==> config.mk <==
export PLATFORM = sky130hd
export DESIGN_NAME = periph_bus_router
export DESIGN_NICKNAME = d
export VERILOG_FILES = /design/src/rtl/periph_bus_router.sv
export SDC_FILE = /design/constraint.sdc
export NUM_CORES = 1
export LEC_CHECK = 0
export ABC_AREA = 0
export CAP_MARGIN = 0
export CORE_AREA = 4 4 132 134
export DETAILED_ROUTE_END_ITERATION = 8
export DIE_AREA = 0 0 136 138
export GPL_TIMING_DRIVEN = 1
export MAX_ROUTING_LAYER = met4
export PLACE_DENSITY = 0.77
export RECOVER_POWER = 100
export SLEW_MARGIN = 15
export SYNTH_ARGS = -nofsm -noshare
export SYNTH_HDL_FRONTEND = slang
export SYNTH_SLANG_ARGS = --single-unit
export TNS_END_PERCENT = 1
==> constraint.sdc <==
create_clock -name clk -period 3.21 [get_ports clk]
set_clock_uncertainty 0.2 [all_clocks]
set_input_delay 0.4815 -clock clk [delete_from_list [all_inputs] [get_ports clk]]
set_output_delay 0.4815 -clock clk [all_outputs]
set_load 0.05 [all_outputs]
==> src/rtl/periph_bus_router.sv <==
// periph_bus_router: single-master, multi-slave router for the MCU peripheral bus.
// Windowed address decode, registered slave side, error termination on decode miss or slave timeout.

module periph_addr_match #(
  parameter logic [31:0] BASE = 32'h0,
  parameter logic [31:0] MASK = 32'hFFFF_F000
) (
  input  logic [31:0] addr,
  output logic        hit
);
  assign hit = (addr & MASK) == (BASE & MASK);
endmodule

module periph_bus_router #(
  parameter int                         N_SLAVES       = 4,
  parameter logic [N_SLAVES-1:0][31:0]  SLV_BASE       = {N_SLAVES{32'h0}},
  parameter logic [N_SLAVES-1:0][31:0]  SLV_MASK       = {N_SLAVES{32'hFFFF_F000}},
  parameter int                         TIMEOUT_CYCLES = 255,
  parameter logic [31:0]                ERR_RDATA      = 32'hDEAD_BEEF
) (
  input  logic                         clk,
  input  logic                         rst,
  input  logic                         m_valid,
  output logic                         m_ready,
  input  logic [31:0]                  m_addr,
  input  logic [31:0]                  m_wdata,
  input  logic [3:0]                   m_wstrb,
  output logic [31:0]                  m_rdata,
  output logic [N_SLAVES-1:0]          s_valid,
  input  logic [N_SLAVES-1:0]          s_ready,
  output logic [31:0]                  s_addr,
  output logic [31:0]                  s_wdata,
  output logic [3:0]                   s_wstrb,
  input  logic [N_SLAVES-1:0][31:0]    s_rdata,
  output logic                         bus_err,
  output logic [31:0]                  err_addr,
  input  logic                         err_clr
);

  localparam int SW = (N_SLAVES > 1) ? $clog2(N_SLAVES) : 1;
  localparam int CW = (TIMEOUT_CYCLES > 0) ? $clog2(TIMEOUT_CYCLES + 1) : 1;
  localparam logic [CW-1:0] CNT_LAST = (TIMEOUT_CYCLES > 0) ? CW'(TIMEOUT_CYCLES - 1) : '0;
  localparam logic [CW-1:0] CNT_MAX  = '1;

  typedef enum logic [1:0] {IDLE, ACTIVE, RESP} state_t;

  typedef struct packed {
    logic [31:0] addr;
    logic [31:0] wdata;
    logic [3:0]  wstrb;
  } req_t;

  state_t               state, state_nxt;
  req_t                 req, req_nxt;
  logic [SW-1:0]        sel, sel_nxt, dec_sel;
  logic [CW-1:0]        cnt, cnt_nxt;
  logic [N_SLAVES-1:0]  hit, s_valid_nxt;
  logic                 dec_hit, m_ready_nxt, err_set, timeout;
  logic [31:0]          m_rdata_nxt, err_addr_nxt;

  // One window comparator per slave port.
  for (genvar i = 0; i < N_SLAVES; i++) begin : g_match
    periph_addr_match #(
      .BASE (SLV_BASE[i]),
      .MASK (SLV_MASK[i])
    ) u_match (
      .addr (m_addr),
      .hit  (hit[i])
    );
  end

  // Lowest index wins, so scan downward and let lower indices overwrite.
  always_comb begin
    dec_hit = 1'b0;
    dec_sel = '0;
    for (int i = N_SLAVES - 1; i >= 0; i--) begin
      if (hit[i]) begin
        dec_hit = 1'b1;
        dec_sel = SW'(i);
      end
    end
  end

  assign timeout = (TIMEOUT_CYCLES != 0) && (cnt == CNT_LAST);

  always_comb begin
    state_nxt    = state;
    req_nxt      = req;
    sel_nxt      = sel;
    cnt_nxt      = cnt;
    s_valid_nxt  = '0;
    m_ready_nxt  = 1'b0;
    m_rdata_nxt  = m_rdata;
    err_set      = 1'b0;
    err_addr_nxt = err_addr;
    unique case (state)
      IDLE: begin
        if (m_valid) begin
          req_nxt = '{addr: m_addr, wdata: m_wdata, wstrb: m_wstrb};
          cnt_nxt = '0;
          if (dec_hit) begin
            sel_nxt              = dec_sel;
            s_valid_nxt[dec_sel] = 1'b1;
            state_nxt            = ACTIVE;
          end else begin
            m_rdata_nxt  = ERR_RDATA;
            err_set      = 1'b1;
            err_addr_nxt = m_addr;
            m_ready_nxt  = 1'b1;
            state_nxt    = RESP;
          end
        end
      end
      ACTIVE: begin
        // A ready arriving on the timeout cycle still completes normally.
        if (s_ready[sel]) begin
          m_rdata_nxt = s_rdata[sel];
          cnt_nxt     = '0;
          m_ready_nxt = 1'b1;
          state_nxt   = RESP;
        end else if (timeout) begin
          m_rdata_nxt  = ERR_RDATA;
          err_set      = 1'b1;
          err_addr_nxt = req.addr;
          cnt_nxt      = '0;
          m_ready_nxt  = 1'b1;
          state_nxt    = RESP;
        end else begin
          s_valid_nxt[sel] = 1'b1;
          if (cnt != CNT_MAX) cnt_nxt = cnt + CW'(1);
        end
      end
      RESP:    state_nxt = IDLE;
      default: state_nxt = IDLE;
    endcase
  end

  always_ff @(posedge clk) begin
    if (rst) state <= IDLE;
    else     state <= state_nxt;
  end

  always_ff @(posedge clk) begin
    if (rst) begin
      req      <= '0;
      sel      <= '0;
      cnt      <= '0;
      s_valid  <= '0;
      m_ready  <= 1'b0;
      m_rdata  <= '0;
      bus_err  <= 1'b0;
      err_addr <= '0;
    end else begin
      req      <= req_nxt;
      sel      <= sel_nxt;
      cnt      <= cnt_nxt;
      s_valid  <= s_valid_nxt;
      m_ready  <= m_ready_nxt;
      m_rdata  <= m_rdata_nxt;
      err_addr <= err_addr_nxt;
      // A new error outranks a coincident clear.
      if (err_set)      bus_err <= 1'b1;
      else if (err_clr) bus_err <= 1'b0;
    end
  end

  assign s_addr  = req.addr;
  assign s_wdata = req.wdata;
  assign s_wstrb = req.wstrb;

endmodule
==> results of run 1 <==
## metal layers
layer,part of all wire [%],vias to the layer above,GRT usage [%]
met5,0,-,-
met4,2.0,0,6.90
met3,7.1,26,5.74
met2,48,193,29.7
met1,43,2531,22.6
li1,-,2770,-
## stage by stage
step,setup WS [ns],util [%]
final,0.563,54.4
after global routing,0.298,54.4
after CTS,0.722,54.8
after detailed placement,0.287,51.3
after global placement,0.324,51.3
after floorplan,1.00,-
## cell type report
class	count	area, sq um	share of cell area (%)
clock inverter	7	75.1	0.847
inverter	28	105	1.19
sequential	145	2900	32.7
multi-input combinational	469	2510	28.4
clock buffer	24	492	5.54
antenna	1	2.50	0.0282
tap	220	275	3.10
timing repair buffer	250	2500	28.2
## cell usage in the layout (no fill, tap or decap), types with 4 or more instances in the layout
master / n
nand2_1: 206
dfxtp_1: 145
dlygate4sd3_1: 136
clkdlybuf4s50_1: 102
a21oi_1: 75
nor2_1: 64
inv_1: 28
a311oi_2: 27
a211oi_1: 24
clkbuf_16: 17
nor3b_1: 10
a31o_2: 8
a311oi_1: 5
buf_4: 5
nor4_1: 4
nand4_1: 4
nand3_1: 4
o21ai_0: 4
clkbuf_8: 4
clkbuf_1: 4
## cells by family after synthesis
group	synth area share, %
and+or+nand+nor	21.8
adders and majority gates	0.428
AOI/OAI and AO/OA	20.6
DFF	49.7
buffers and inverters	6.68
xor gates and xnor gates	0.750
other	0.0642
## flip-flops by register name, summed over array words and instances (netlist names), 2 cells and up
name      count
err_addr     32
m_rdata      32
s_addr       32
s_wdata      32
cnt           8
s_wstrb       4
state         2
## worst paths after layout
kind | startpoint | to | slack (ns) | depth (start not counted)
worst max-delay path | s_ready[0] | err_addr[21]$_SDFFE_PP0P_ | 0.56 | 7
worst min-delay path | m_rdata[26]$_SDFFE_PP0P_ | m_rdata[26]$_SDFFE_PP0P_ | 0.25 | 2
worst max register to register | state[0]$_SDFFE_PP0P_ | err_addr[21]$_SDFFE_PP0P_ | 0.62 | 6
worst min register to register | m_rdata[26]$_SDFFE_PP0P_ | m_rdata[26]$_SDFFE_PP0P_ | 0.25 | 2
## tightest hold or removal path: stages (launching register included)
cell      delay (ns)
dfxtp_1         0.30
inv_1           0.05
a211oi_1        0.05
## power by group
part	internal, mW	leakage (nW)	switching (mW)
clock network	1.15	0.269	0.776
logic	0.360	2.18	0.680
registers	1.92	1.20	0.0568
==> metrics.txt, run 1 <==
# TYPE chip_impl_metric gauge
chip_impl_info{name="outcome",value="complete, no violations"} 1
chip_impl_metric{name="clock_latency",unit="ns"} 0.42
chip_impl_metric{name="final.fill_count",unit=""} 1521
chip_impl_info{name="rsz_0062_raised_after_global_routing",value="false"} 1
chip_impl_metric{name="critical_path_buf_inv_count",unit=""} 2
chip_impl_metric{name="design.core.area",unit="sq mm"} 0.0163
chip_impl_metric{name="clkSinkCount",unit=""} 145
chip_impl_metric{name="floorplan.die.height",unit="um"} 138
chip_impl_metric{name="route.vias.total",unit=""} 5520
chip_impl_metric{name="cts.hold.buffers_added",unit=""} 0
chip_impl_metric{name="timing.final.crit_share",unit="%"} 82.5
chip_impl_metric{name="die_width",unit="um"} 136
chip_impl_metric{name="post-route-min-period",unit="ns"} 2.65
chip_impl_metric{name="finalHoldViolations",unit=""} 0
chip_impl_metric{name="count_of_mapped_cells_out_of_synthesis",unit=""} 697
chip_impl_metric{name="syn_area",unit="sq mm"} 0.00584
chip_impl_metric{name="areaGrowthSynthToFinish",unit="%"} 51.8
chip_impl_info{name="yosys-top-cells-area",value="dfxtp_1, nand2_1, a311oi_2"} 1
chip_impl_metric{name="leakage",unit="nW"} 3.65
chip_impl_info{name="cts_tree",value="yes"} 1
chip_impl_metric{name="cts_resized",unit=""} 0
chip_impl_info{name="crit_path_end_kind",value="flop"} 1
chip_impl_info{name="clockRootBuffer",value="clkbuf_16"} 1
chip_impl_metric{name="slew-limit-headroom",unit="%"} 22.0
chip_impl_metric{name="placed_cells",unit=""} 1112
chip_impl_info{name="top_ff_cell_synth",value="dfxtp_1"} 1
chip_impl_metric{name="synth_top_cell_area_share",unit="%"} 49.7
chip_impl_metric{name="layout.cell_area.non_filler",unit="sq mm"} 0.00887
chip_impl_info{name="path_cells",value="clkdlybuf4s50_1, nor3b_1, a32oi_1, a21bo_1, buf_4, nor2_1, a311oi_2"} 1
chip_impl_metric{name="peak_vdd_ir",unit="mV"} 0.347
chip_impl_metric{name="number_of_enable_flip_flop_cells_after_synthesis",unit=""} 0
chip_impl_metric{name="fmax",unit="MHz"} 378
chip_impl_metric{name="holdWs",unit="ns"} 0.247
chip_impl_metric{name="final_antenna_net_count",unit=""} 0
chip_impl_metric{name="fin_setup_tns",unit="ns"} 0
chip_impl_metric{name="clock_tree_buf_depth",unit=""} 2
chip_impl_info{name="yosys.cell_count.top_type",value="nand2_1"} 1
chip_impl_metric{name="synth.yosys.seq_area_share",unit="%"} 49.7
chip_impl_metric{name="number_of_global_route_vias_before_repair",unit=""} 5396
chip_impl_info{name="critical-path-top-delay-family",value="compound AO/OA/AOI/OAI gates"} 1
chip_impl_metric{name="maximum_number_of_pins_on_one_net_before_global_route_repair",unit=""} 139
chip_impl_metric{name="dpl-instance-area",unit="sq mm"} 0.00836
chip_impl_metric{name="cp_data_arrival_time",unit="ns"} 2.77
chip_impl_metric{name="crit_path_max_incr_delay",unit="ns"} 0.62
chip_impl_metric{name="globalRouteOverflowTotal",unit=""} 0
chip_impl_metric{name="timing.final.setup_violations",unit=""} 0
chip_impl_metric{name="dp_hpwl",unit="um"} 11800
chip_impl_metric{name="drt_wl_total",unit="um"} 17400
chip_impl_metric{name="synth.avg_cell_area",unit="sq um"} 8.38
chip_impl_metric{name="clk_pin_slew_worst_paths",unit="ns"} 0.06
chip_impl_info{name="min_delay_path_class",value="flop to flop"} 1
chip_impl_metric{name="detail_route.drc_violations",unit=""} 0
chip_impl_metric{name="start_util",unit="%"} 35.9
chip_impl_metric{name="final_layout_size_suffix_gt1_share",unit="%"} 8.56
chip_impl_metric{name="drt-wirelength-per-cell",unit="um"} 15.2
chip_impl_metric{name="post_drt_via_cell_ratio",unit=""} 4.83
chip_impl_metric{name="pin_count",unit=""} 342
chip_impl_info{name="setup.worst_path.class",value="input port to flop"} 1
chip_impl_info{name="cp-start-kind",value="input port"} 1
chip_impl_metric{name="ys_seq_elements",unit=""} 145
chip_impl_info{name="synthTopCellsByCount",value="nand2_1, dfxtp_1, a21oi_1"} 1
chip_impl_metric{name="fin_cells",unit=""} 1144
chip_impl_metric{name="design.die.area",unit="sq mm"} 0.0188
chip_impl_metric{name="wire_length_of_the_first_global_routing_pass",unit="um"} 27800
chip_impl_metric{name="synth-async-reset-ratio",unit="%"} 0
chip_impl_metric{name="tightestPinTransition",unit="ns"} 1.17
chip_impl_metric{name="final_nets",unit=""} 1117
chip_impl_metric{name="grt_util_all_layers",unit="%"} 18.8
chip_impl_metric{name="maxCapViolations",unit=""} 0
chip_impl_info{name="crit_path_top_delay_cell",value="a21bo_1"} 1
chip_impl_metric{name="gp_congestion",unit=""} 0.838
chip_impl_metric{name="drt_pre_antenna_iters",unit=""} 4
chip_impl_metric{name="post_cts_setup_buffer_count",unit=""} 0
chip_impl_metric{name="required",unit="ns"} 3.34
chip_impl_metric{name="power_density",unit="mW/mm^2"} 557
chip_impl_metric{name="grt_antenna_before_repair",unit=""} 1
chip_impl_metric{name="synth.yosys.warnings",unit=""} 0
chip_impl_metric{name="timing.final.max_slew_violations",unit=""} 0
chip_impl_metric{name="placement.io_buffers",unit=""} 239
chip_impl_metric{name="netlist-cell-type-count",unit=""} 41
chip_impl_metric{name="numCtsBuffers",unit=""} 17
chip_impl_metric{name="placement_rows",unit=""} 47
chip_impl_metric{name="crit_path_max_fanout",unit=""} 14
chip_impl_info{name="yosys.area.top_type",value="dfxtp_1"} 1
chip_impl_metric{name="cts-htree-levels",unit=""} 4
chip_impl_metric{name="p_total",unit="mW"} 4.94
chip_impl_metric{name="drt_iter0_markers",unit=""} 287
No activity file was read; power rests on OpenSTA's default activity.
==> run 2, diff against run 1 <==
Settings changed: CORE_AREA 4 4 132 134 to unset, CORE_MARGIN set to 4, CORE_UTILIZATION set to 34, DIE_AREA 0 0 136 138 to unset, PLACE_DENSITY 0.77 to 0.76.
Clock period 3.21 ns to 2.3 ns, I/O delays scaled along.
==> run 2 against run 1 <==
Effect of this change: sequential share of layout area fell by 1.4 points; die area rose by 3.1%; register-to-register slack got worse by 0.47 ns; largest power group is now the clock network; non-clock buffer count rose by 37; critical endpoint is now s_addr[4]; routed wire length rose by 1.1%.
==> metrics.txt, run 2 (synthesis gave the netlist of run 1 again) <==
# TYPE chip_impl_metric gauge
chip_impl_info{name="outcome",value="complete, no violations"} 1
chip_impl_info{name="min_delay_path_class",value="input port to flop"} 1
chip_impl_metric{name="crit_path_max_incr_delay",unit="ns"} 0.92
chip_impl_metric{name="placement.io_buffers",unit=""} 239
chip_impl_metric{name="netSwitchingPower",unit="mW"} 2.14
chip_impl_info{name="rsz_0062_raised_after_global_routing",value="false"} 1
chip_impl_metric{name="share_seq_of_total_power",unit="%"} 38.2
chip_impl_metric{name="final_layout_size_suffix_gt1_share",unit="%"} 12.9
chip_impl_metric{name="post_drt_via_cell_ratio",unit=""} 4.85
chip_impl_metric{name="final_antenna_net_count",unit=""} 0
chip_impl_metric{name="drt-wirelength-per-cell",unit="um"} 14.9
chip_impl_metric{name="grt_util_all_layers",unit="%"} 18.2
chip_impl_metric{name="placement_rows",unit=""} 47
chip_impl_metric{name="cts-htree-levels",unit=""} 4
chip_impl_metric{name="floorplan.die.height",unit="um"} 139
chip_impl_metric{name="clock_latency",unit="ns"} 0.42
chip_impl_metric{name="maximum_number_of_pins_on_one_net_before_global_route_repair",unit=""} 83
chip_impl_metric{name="tightestPinTransition",unit="ns"} 0.567
chip_impl_metric{name="route.vias.total",unit=""} 5722
chip_impl_metric{name="netSwitchingFraction",unit="%"} 29.7
chip_impl_metric{name="num_antenna_cells",unit=""} 0
chip_impl_metric{name="grt_antenna_before_repair",unit=""} 0
chip_impl_info{name="critical-path-top-delay-family",value="buffers and inverters"} 1
chip_impl_metric{name="fmax",unit="MHz"} 450
chip_impl_metric{name="clock_tree_buf_depth",unit=""} 2
chip_impl_metric{name="critical_path_buf_inv_count",unit=""} 1
chip_impl_metric{name="dp_hpwl",unit="um"} 12400
chip_impl_metric{name="total_internal_power",unit="mW"} 5.06
chip_impl_metric{name="numCtsBuffers",unit=""} 17
chip_impl_metric{name="combinational_share_of_power",unit="%"} 20.9
chip_impl_info{name="crit_path_top_delay_cell",value="dlygate4sd3_1"} 1
chip_impl_metric{name="post_cts_setup_buffer_count",unit=""} 0
chip_impl_metric{name="start_util",unit="%"} 35.0
chip_impl_metric{name="clk_pin_slew_worst_paths",unit="ns"} 0.06
chip_impl_info{name="setup.worst_path.class",value="flop to output pin"} 1
chip_impl_metric{name="final_nets",unit=""} 1154
chip_impl_metric{name="globalRouteOverflowTotal",unit=""} 0
chip_impl_metric{name="finalHoldViolations",unit=""} 0
chip_impl_metric{name="design.die.area",unit="sq mm"} 0.0193
chip_impl_metric{name="areaGrowthSynthToFinish",unit="%"} 58.4
chip_impl_metric{name="drt_pre_antenna_iters",unit=""} 4
chip_impl_metric{name="pin_count",unit=""} 342
chip_impl_metric{name="drt_wl_total",unit="um"} 17600
chip_impl_info{name="cp-start-kind",value="flop"} 1
chip_impl_metric{name="maxCapViolations",unit=""} 0
chip_impl_metric{name="power_density",unit="mW/mm^2"} 778
chip_impl_metric{name="drt_iter0_markers",unit=""} 232
chip_impl_info{name="most_frequent_cells_in_the_layout",value="nand2_1, dfxtp_1, dlygate4sd3_1, clkdlybuf4s50_1, a21oi_1"} 1
chip_impl_metric{name="die_width",unit="um"} 139
chip_impl_metric{name="slew-limit-headroom",unit="%"} 62.1
chip_impl_metric{name="post-route-min-period",unit="ns"} 2.22
chip_impl_metric{name="design.core.area",unit="sq mm"} 0.0167
chip_impl_info{name="crit_path_end_kind",value="output pin"} 1
chip_impl_metric{name="crit_path_max_fanout",unit=""} 3
chip_impl_metric{name="timing.final.setup_violations",unit=""} 0
chip_impl_metric{name="timing.final.crit_share",unit="%"} 96.5
chip_impl_metric{name="clkSinkCount",unit=""} 145
chip_impl_info{name="clockRootBuffer",value="clkbuf_16"} 1
chip_impl_info{name="layout_commonest_cell",value="nand2_1"} 1
chip_impl_metric{name="number_of_global_route_vias_before_repair",unit=""} 5512
chip_impl_info{name="path_cells",value="dlygate4sd3_1"} 1
chip_impl_metric{name="cp_data_arrival_time",unit="ns"} 1.68
chip_impl_metric{name="cts.hold.buffers_added",unit=""} 0
chip_impl_metric{name="peak_vdd_ir",unit="mV"} 0.475
chip_impl_metric{name="wire_length_of_the_first_global_routing_pass",unit="um"} 28000
chip_impl_metric{name="gp_congestion",unit=""} 0.822
chip_impl_metric{name="p_total",unit="mW"} 7.20
chip_impl_metric{name="share_clk_of_total_power",unit="%"} 40.8
chip_impl_metric{name="fin_setup_tns",unit="ns"} 0
chip_impl_metric{name="timing.final.max_slew_violations",unit=""} 0
chip_impl_metric{name="leakage",unit="nW"} 3.86
chip_impl_metric{name="required",unit="ns"} 1.75
chip_impl_info{name="cts_tree",value="yes"} 1
chip_impl_metric{name="cts_resized",unit=""} 0
chip_impl_metric{name="detail_route.drc_violations",unit=""} 0
## run 2: final cells by class
type                            instances  area (sq um)
Clock inverter                         13           184
Clock buffer                           19           443
Inverter                               28           105
Timing Repair Buffer                  287          2790
Fill cell                            1552          7440
Tap cell                              220           275
Sequential cell                       145          2900
Multi-Input combinational cell        469          2560
## run 2: per-layer routing
metal / GRT usage [%] / vias to the layer above / part of all wire [%] / wire length, um
met2: 29.3 / 196 / 47 / 8310
met3: 5.97 / 36 / 6.8 / 1200
li1: - / 2847 / - / -
met4: 6.80 / 0 / 2.9 / 515
met5: - / - / 0 / 0
met1: 21.3 / 2643 / 43 / 7580
## run 2: final timing paths
check | from | endpoint | slack, ns | cells after the start
max reg2reg | state[0]$_SDFFE_PP0P_ | m_rdata[22]$_SDFFE_PP0P_ | 0.15 | 6
min reg2reg | m_rdata[6]$_SDFFE_PP0P_ | m_rdata[6]$_SDFFE_PP0P_ | 0.25 | 2
max | s_addr[4]$_SDFFE_PP0P_ | s_addr[4] | 0.08 | 1
min | rst | cnt[7]$_SDFFE_PP0P_ | 0.13 | 4
## run 2: power groups by stage
stage	Sequential (mW)	Clock [mW]	Combinational (mW)
3_3_place_gp	2.81	0	1.57
6_report	2.75	2.94	1.51
5_1_grt	2.78	3.13	1.59
3_5_place_dp	2.82	0	1.58
2_1_floorplan	3.36	0	0.388
4_1_cts	2.76	3.01	1.58
## run 2: through the flow
| step | instance area (sq um) | cells | hold slack (ns) | setup slack [ns] | util [%] |
|---|---|---|---|---|---|
| floorplan | 5850 | 699 | 0.274 | 0.228 | - |
| global placement | 8660 | 1149 | 0.240 | -0.319 | 51.9 |
| detailed placement | 8660 | 1149 | 0.242 | -0.325 | 51.9 |
| global route | 9260 | 1181 | 0.158 | 0.0125 | 55.4 |
| CTS | 9290 | 1181 | 0.114 | 0.109 | 55.6 |
| finish | 9260 | 1181 | 0.130 | 0.0798 | 55.4 |
